File: src/rtl/scramble_sequencer_pkg.sv
// rtl/scramble_sequencer_pkg.sv - shared constants, FSM encoding and LFSR step for the scramble sequencer
package scramble_sequencer_pkg;

  localparam int MAX_IMAGE_SIZE = 16;
  localparam int POS_W = $clog2(MAX_IMAGE_SIZE);
  localparam logic [15:0] LFSR_TAPS = 16'hB400;

  typedef enum logic [2:0] {
    ST_IDLE  = 3'd0,
    ST_CLEAR = 3'd1,
    ST_ISSUE = 3'd2,
    ST_GAP   = 3'd3,
    ST_DONE  = 3'd4
  } state_t;

  // Galois right-shift step; taps fold in only when a one falls off the end
  function automatic logic [15:0] lfsr_step(input logic [15:0] cur);
    lfsr_step = cur[0] ? ((cur >> 1) ^ LFSR_TAPS) : (cur >> 1);
  endfunction

endpackage

File: src/rtl/scramble_sequencer_lfsr16.sv
// rtl/scramble_sequencer_lfsr16.sv - 16-bit Galois LFSR that steps only when asked
module lfsr16
  import scramble_sequencer_pkg::*;
#(
  parameter logic [15:0] SEED = 16'hACE1
) (
  input  logic        sysclk,
  input  logic        rst_n,
  input  logic        advance,
  output logic [15:0] value
);

  logic [15:0] value_q;
  logic [15:0] value_d;

  always_comb begin
    value_d = value_q;
    if (advance) begin
      value_d = lfsr_step(value_q);
    end
  end

  always_ff @(posedge sysclk or negedge rst_n) begin
    if (!rst_n) begin
      value_q <= SEED;
    end else begin
      value_q <= value_d;
    end
  end

  assign value = value_q;

endmodule

File: src/rtl/scramble_sequencer.sv
// rtl/scramble_sequencer.sv - issues a burst of pseudo-random offset moves, otherwise forwards user moves
module scramble_sequencer
  import scramble_sequencer_pkg::*;
#(
  parameter int          SCRAMBLE_MOVES = 64,
  parameter int          GAP_CYCLES     = 4,
  parameter int          CLEAR_CYCLES   = 2,
  parameter logic [15:0] LFSR_SEED      = 16'hACE1
) (
  input  logic             sysclk,
  input  logic             rst_n,
  input  logic             start,
  input  logic             user_write,
  input  logic [POS_W-1:0] user_pos,
  input  logic             user_horizontal,
  input  logic             user_increase,
  output logic             ram_write,
  output logic [POS_W-1:0] ram_write_pos,
  output logic             ram_write_horizontal,
  output logic             ram_write_increase,
  output logic             ram_reset,
  output logic             busy,
  output logic             scramble,
  output logic             user_dropped
);

  localparam logic [7:0] MOVES_TOTAL = 8'(SCRAMBLE_MOVES);
  localparam logic [3:0] CLR_LAST    = 4'(CLEAR_CYCLES - 1);
  localparam logic [3:0] GAP_LAST    = 4'(GAP_CYCLES - 1);

  state_t           state_q, state_d;
  logic [7:0]       move_cnt_q, move_cnt_d;
  logic [3:0]       phase_q, phase_d;
  logic             ram_write_q, ram_write_d;
  logic [POS_W-1:0] pos_q, pos_d;
  logic             horiz_q, horiz_d;
  logic             incr_q, incr_d;
  logic             ram_reset_q, ram_reset_d;
  logic             busy_q, busy_d;
  logic             scramble_q, scramble_d;
  logic             dropped_q, dropped_d;

  logic             lfsr_advance;
  logic [15:0]      lfsr_value;
  logic [15:0]      lfsr_issue;

  lfsr16 #(.SEED(LFSR_SEED)) u_lfsr (
    .sysclk  (sysclk),
    .rst_n   (rst_n),
    .advance (lfsr_advance),
    .value   (lfsr_value)
  );

  // Back-to-back issues (no gap) must see the value the LFSR steps to on this edge
  assign lfsr_issue = lfsr_advance ? lfsr_step(lfsr_value) : lfsr_value;

  always_comb begin
    state_d      = state_q;
    move_cnt_d   = move_cnt_q;
    phase_d      = phase_q;
    ram_write_d  = 1'b0;
    pos_d        = pos_q;
    horiz_d      = horiz_q;
    incr_d       = incr_q;
    scramble_d   = scramble_q;
    lfsr_advance = 1'b0;

    case (state_q)
      ST_IDLE: begin
        if (start) begin
          state_d    = ST_CLEAR;
          move_cnt_d = 8'd0;
          phase_d    = 4'd0;
          scramble_d = 1'b0;
        end else if (user_write) begin
          ram_write_d = 1'b1;
          pos_d       = user_pos;
          horiz_d     = user_horizontal;
          incr_d      = user_increase;
        end
      end
      ST_CLEAR: begin
        if (phase_q == CLR_LAST) begin
          state_d = ST_ISSUE;
        end else begin
          phase_d = phase_q + 4'd1;
        end
      end
      ST_ISSUE: begin
        lfsr_advance = 1'b1;
        move_cnt_d   = move_cnt_q + 8'd1;
        phase_d      = 4'd0;
        if (move_cnt_d == MOVES_TOTAL) begin
          state_d = ST_DONE;
        end else if (GAP_CYCLES == 0) begin
          state_d = ST_ISSUE;
        end else begin
          state_d = ST_GAP;
        end
      end
      ST_GAP: begin
        if (phase_q == GAP_LAST) begin
          state_d = ST_ISSUE;
        end else begin
          phase_d = phase_q + 4'd1;
        end
      end
      ST_DONE: begin
        state_d = ST_IDLE;
      end
      default: begin
        state_d = ST_IDLE;
      end
    endcase

    // Outputs are registered against the next state so they line up with it
    if (state_d == ST_ISSUE) begin
      ram_write_d = 1'b1;
      pos_d       = lfsr_issue[POS_W-1:0];
      horiz_d     = lfsr_issue[4];
      incr_d      = lfsr_issue[5];
    end
    if (state_d == ST_DONE) begin
      scramble_d = 1'b1;
    end
    ram_reset_d = (state_d == ST_CLEAR);
    busy_d      = (state_d != ST_IDLE);
    dropped_d   = user_write && ((state_q != ST_IDLE) || start);
  end

  always_ff @(posedge sysclk or negedge rst_n) begin
    if (!rst_n) begin
      state_q     <= ST_IDLE;
      move_cnt_q  <= 8'd0;
      phase_q     <= 4'd0;
      ram_write_q <= 1'b0;
      pos_q       <= '0;
      horiz_q     <= 1'b0;
      incr_q      <= 1'b0;
      ram_reset_q <= 1'b0;
      busy_q      <= 1'b0;
      scramble_q  <= 1'b0;
      dropped_q   <= 1'b0;
    end else begin
      state_q     <= state_d;
      move_cnt_q  <= move_cnt_d;
      phase_q     <= phase_d;
      ram_write_q <= ram_write_d;
      pos_q       <= pos_d;
      horiz_q     <= horiz_d;
      incr_q      <= incr_d;
      ram_reset_q <= ram_reset_d;
      busy_q      <= busy_d;
      scramble_q  <= scramble_d;
      dropped_q   <= dropped_d;
    end
  end

  assign ram_write            = ram_write_q;
  assign ram_write_pos        = pos_q;
  assign ram_write_horizontal = horiz_q;
  assign ram_write_increase   = incr_q;
  assign ram_reset            = ram_reset_q;
  assign busy                 = busy_q;
  assign scramble             = scramble_q;
  assign user_dropped         = dropped_q;

endmodule

File: config.mk
export PLATFORM = sky130hd
export DESIGN_NAME = scramble_sequencer
export DESIGN_NICKNAME = d
export VERILOG_FILES = /design/src/rtl/scramble_sequencer_pkg.sv /design/src/rtl/scramble_sequencer_lfsr16.sv /design/src/rtl/scramble_sequencer.sv
export SDC_FILE = /design/constraint.sdc
export NUM_CORES = 1
export LEC_CHECK = 0
export CAP_MARGIN = 20
export CORE_AREA = 2 2 103 55
export CTS_CLUSTER_DIAMETER = 200
export DETAILED_ROUTE_END_ITERATION = 12
export DIE_AREA = 0 0 105 57
export MAX_ROUTING_LAYER = met4
export PLACE_DENSITY = 0.56
export SLEW_MARGIN = 20
export SYNTH_ARGS = -nofsm -noshare
export SYNTH_HDL_FRONTEND = slang
export SYNTH_SLANG_ARGS = --single-unit
File: constraint.sdc
create_clock -name sysclk -period 2.2 [get_ports sysclk]
set_input_delay 0.44 -clock sysclk [delete_from_list [all_inputs] [get_ports sysclk]]
set_output_delay 0.44 -clock sysclk [all_outputs]
set_load 0.01 [all_outputs]
==> flow_summary.yaml <==
worst_setup_path:
  ff2ff_path_depth: 6
  r2r_slack_ns: 0.22
  r2r_start: "phase_q[1]"
  end_kind: "register"
  r2r_end: "phase_q[0]"
  cp-startpoint: "phase_q[1]"
  setup.worst_path.start_class: "register"
  path_class: "reg -> reg"
  critPathMaxFanout: 4
  worstPathRequired_ns: 2.39
  critPathArrivalTime_ns: 2.17
logic_synthesis:
  ys_ff_latch: 42
  ys_seq_area_share_pct: 53.8
  synth_top_area_share_pct: 43.2
  synth_area_leaders: "dfrtp_1 43%, dfstp_2 11%, nand2_1 6.3%, mux2_2 4.6%, a221o_1 3.6%"
  netlist_instances: 187
  synth_top_family_by_area: "simple AND/OR/NAND/NOR gates"
  synthXorXnorAreaFrac_pct: 1.33
  synth-warning-count: 0
  synth.avg_cell_area_um2: 10.5
  synthAdderAreaFrac_pct: 1.90
  synth_cell_types: 42
  synthSimpleGateAreaFrac_pct: 18.7
  netlist_area_um2: 1970
  synth_area_leader_cell: "dfrtp_1"
  synth_compound_area_share_pct: 14.6
  syn_nets: 200
  synth_mux_area_share_pct: 6.10
cts:
  cts_inserted_buffers: 5
  cts.clk_slew.worst_paths_ns: 0.09
  worstSkewPairLatency_ns: 0.30
  clock-sinks: 42
  h-tree-depth: 2
  cts_tree: "built"
  clock_path_buffers: 2
  cts_root_buf: "clkbuf_8"
  hold_buffers: 0
power_and_ir_drop:
  irDropWorstVdd_uv: 278
  p_leak_uw: 0.00103
  powerDensity_nw_per_um2: 565
placement:
  io_buffer_count: 20
  placed_area_um2: 2260
  place.gp.congestion: 0.805
  dpl.hpwl_um: 2890
  dp_worst_setup_slack_ns: 0.0931
cells_and_area:
  drive_gt1_share_pct: 18.0
  syn_to_final_growth_pct: 20.0
  fin_area_um2: 2360
  antenna_cells: 0
  nets: 223
sta:
  max_freq_mhz: 506
  fin_ws_ns: 0.222
  finalCriticalPeriod_ns: 1.98
  max_slew.worst_pin.slew_ns: 0.530
  rsz0062_at_grt: "no"
  clock_skew_ns: 0.00905
  finalSetupViolCount: 0
  max-slew-margin-rel_pct: 64.7
  slew_violations: 0
  setup-tns-final_ns: 0
  post-route-period-util_pct: 89.9
  hold_viol_final: 0
floorplan:
  die_w_um: 105
  die_y_um: 57
  io_pins: 21
  die-area_um2: 5990
  core_area_um2: 5180
  initial_core_util_pct: 38.0
  rows: 19
global_routing:
  grt_usage_pct: 15.4
  antenna_found_initial: 0
  grt_pass1_vias: 1326
  grt_pass1_wl_um: 6810
  overflow: 0
  grt_max_degree: 43
route:
  routed_wl_um: 4110
  vias_per_cell: 5.11
  drtPass1Iterations: 4
  drc: 0
  detail_route.wl_per_cell_um: 14.5
  initialDrtViolationCount: 49
  ant_nets: 0
  via_count: 1450
run_status:
  outcome: "finished clean"
flow_run:
  drv_cap: 0
worst_hold_path:
  hold_path_class: "in -> async"
==> cell families (layout without fill, tap and decap cells) <==
family	Yosys count	count (layout)
flip-flops	42	42
AND/OR/NAND/NOR	73	73
buffers and inverters	16	40
AO/OA/AOI/OAI	39	39
adder cells (fa/ha/maj)	3	3
XOR/XNOR	3	3
multiplexers	11	11
==> layout make-up <==
type,instances,area (um^2)
inverters,4,15.0
well taps,73,91.3
clock buffers,6,82.6
multi-input cells,129,847
flip-flops and latches,42,1060
fillers,499,2820
clock inverters,2,12.5
repair buffers,28,255
==> flip-flops by register name (all words and copies together), names as in the netlist <==
name,flops
state_q,3
move_cnt_q,8
ram_reset,1
ram_write_increase,1
user_dropped,1
ram_write_horizontal,1
busy,1
ram_write,1
scramble,1
u_lfsr.value,16
ram_write_pos,4
phase_q,4
==> metal layers <==
metal / routed length (um) / up-vias / track usage, % / part of all wire [%]
li1: - / 713 / - / -
met1: 2270 / 697 / 22.7 / 55
met2: 1580 / 38 / 19.8 / 38
met3: 235 / 2 / 5.37 / 5.7
met4: 29 / 0 / 4.19 / 0.71
met5: 0 / - / - / 0
==> where the power goes <==
part / leakage [uW] / internal, uW / switching (uW)
combinational: 0.000453 / 17.6 / 20.6
sequential: 0.000530 / 773 / 0.177
clock: 0.0000472 / 252 / 273
==> timing repair <==
action | 4_1_cts | 5_1_grt
setup endpoints to repair | 0 | 1
setup buffers | 0 | 0
resized for setup | 0 | 1
==> synthesized netlist by cell type <==
library cell and number:
dfrtp_1 34, nand3_1 3, o32a_1 1, or4_1 1, nor2_1 10, a2111oi_4 1
o211ai_1 1, and4_2 1, nand2b_1 2, dfstp_2 8, a21boi_0 1, a211oi_1 1
buf_6 1, o22ai_1 1, ha_1 3, and2_1 2, mux2_2 8, nor2b_1 7
mux2i_1 3, buf_2 1, nor4_1 2, nor4bb_1 1, nand2_1 33, a22o_1 1
nor3b_1 2, o31ai_1 2, o21ai_0 7, nand3b_1 1, xnor2_1 3, buf_1 1
and3_1 2, a31oi_1 6, nor3_1 2, or3b_4 1, a221o_1 7, nand4_1 1
a21boi_1 2, inv_1 4, nor3b_2 1, or3b_1 1, clkbuf_1 9, o21ai_1 8
==> worst max-delay path, cell delays in order (launching register included) <==
cell,delay [ns]
dfrtp_1,0.40
inv_1,0.08
ha_1,0.17
nor4bb_2,0.46
nor2_1,0.13
o21ai_1,0.27
mux2_2,0.37
==> stage by stage <==
step                      util, %  instances  hold WS, ns  total power (uW)
after floorplan                 -        187        0.144               789
after global placement       43.7        276        0.447               826
after detailed placement     43.7        276        0.449               827
after CTS                    45.5        284        0.217              1350
after global routing         45.6        284        0.239              1390
final                        45.6        284        0.201              1340
==> cells in the final DEF, fill, tap and decap left out, types with 7 or more instances in the layout <==
cell / n
o21ai_0: 7
nor2b_1: 7
nand2_1: 33
buf_4: 8
clkdlybuf4s50_1: 19
a221o_1: 7
dfstp_2: 8
o21ai_1: 8
nor2_1: 10
dfrtp_1: 34
mux2_2: 8
==> worst max path at each step <==
stage | end | slack [ns]
finish | phase_q[0] | 0.22
global route | ram_write_pos[0] | 0.04
CTS | phase_q[0] | 0.08
detailed placement | phase_q[0] | 0.09
global placement | phase_q[0] | 0.13
floorplan | phase_q[0] | 0.38
Note: power is estimated with default switching activity, not from simulation.
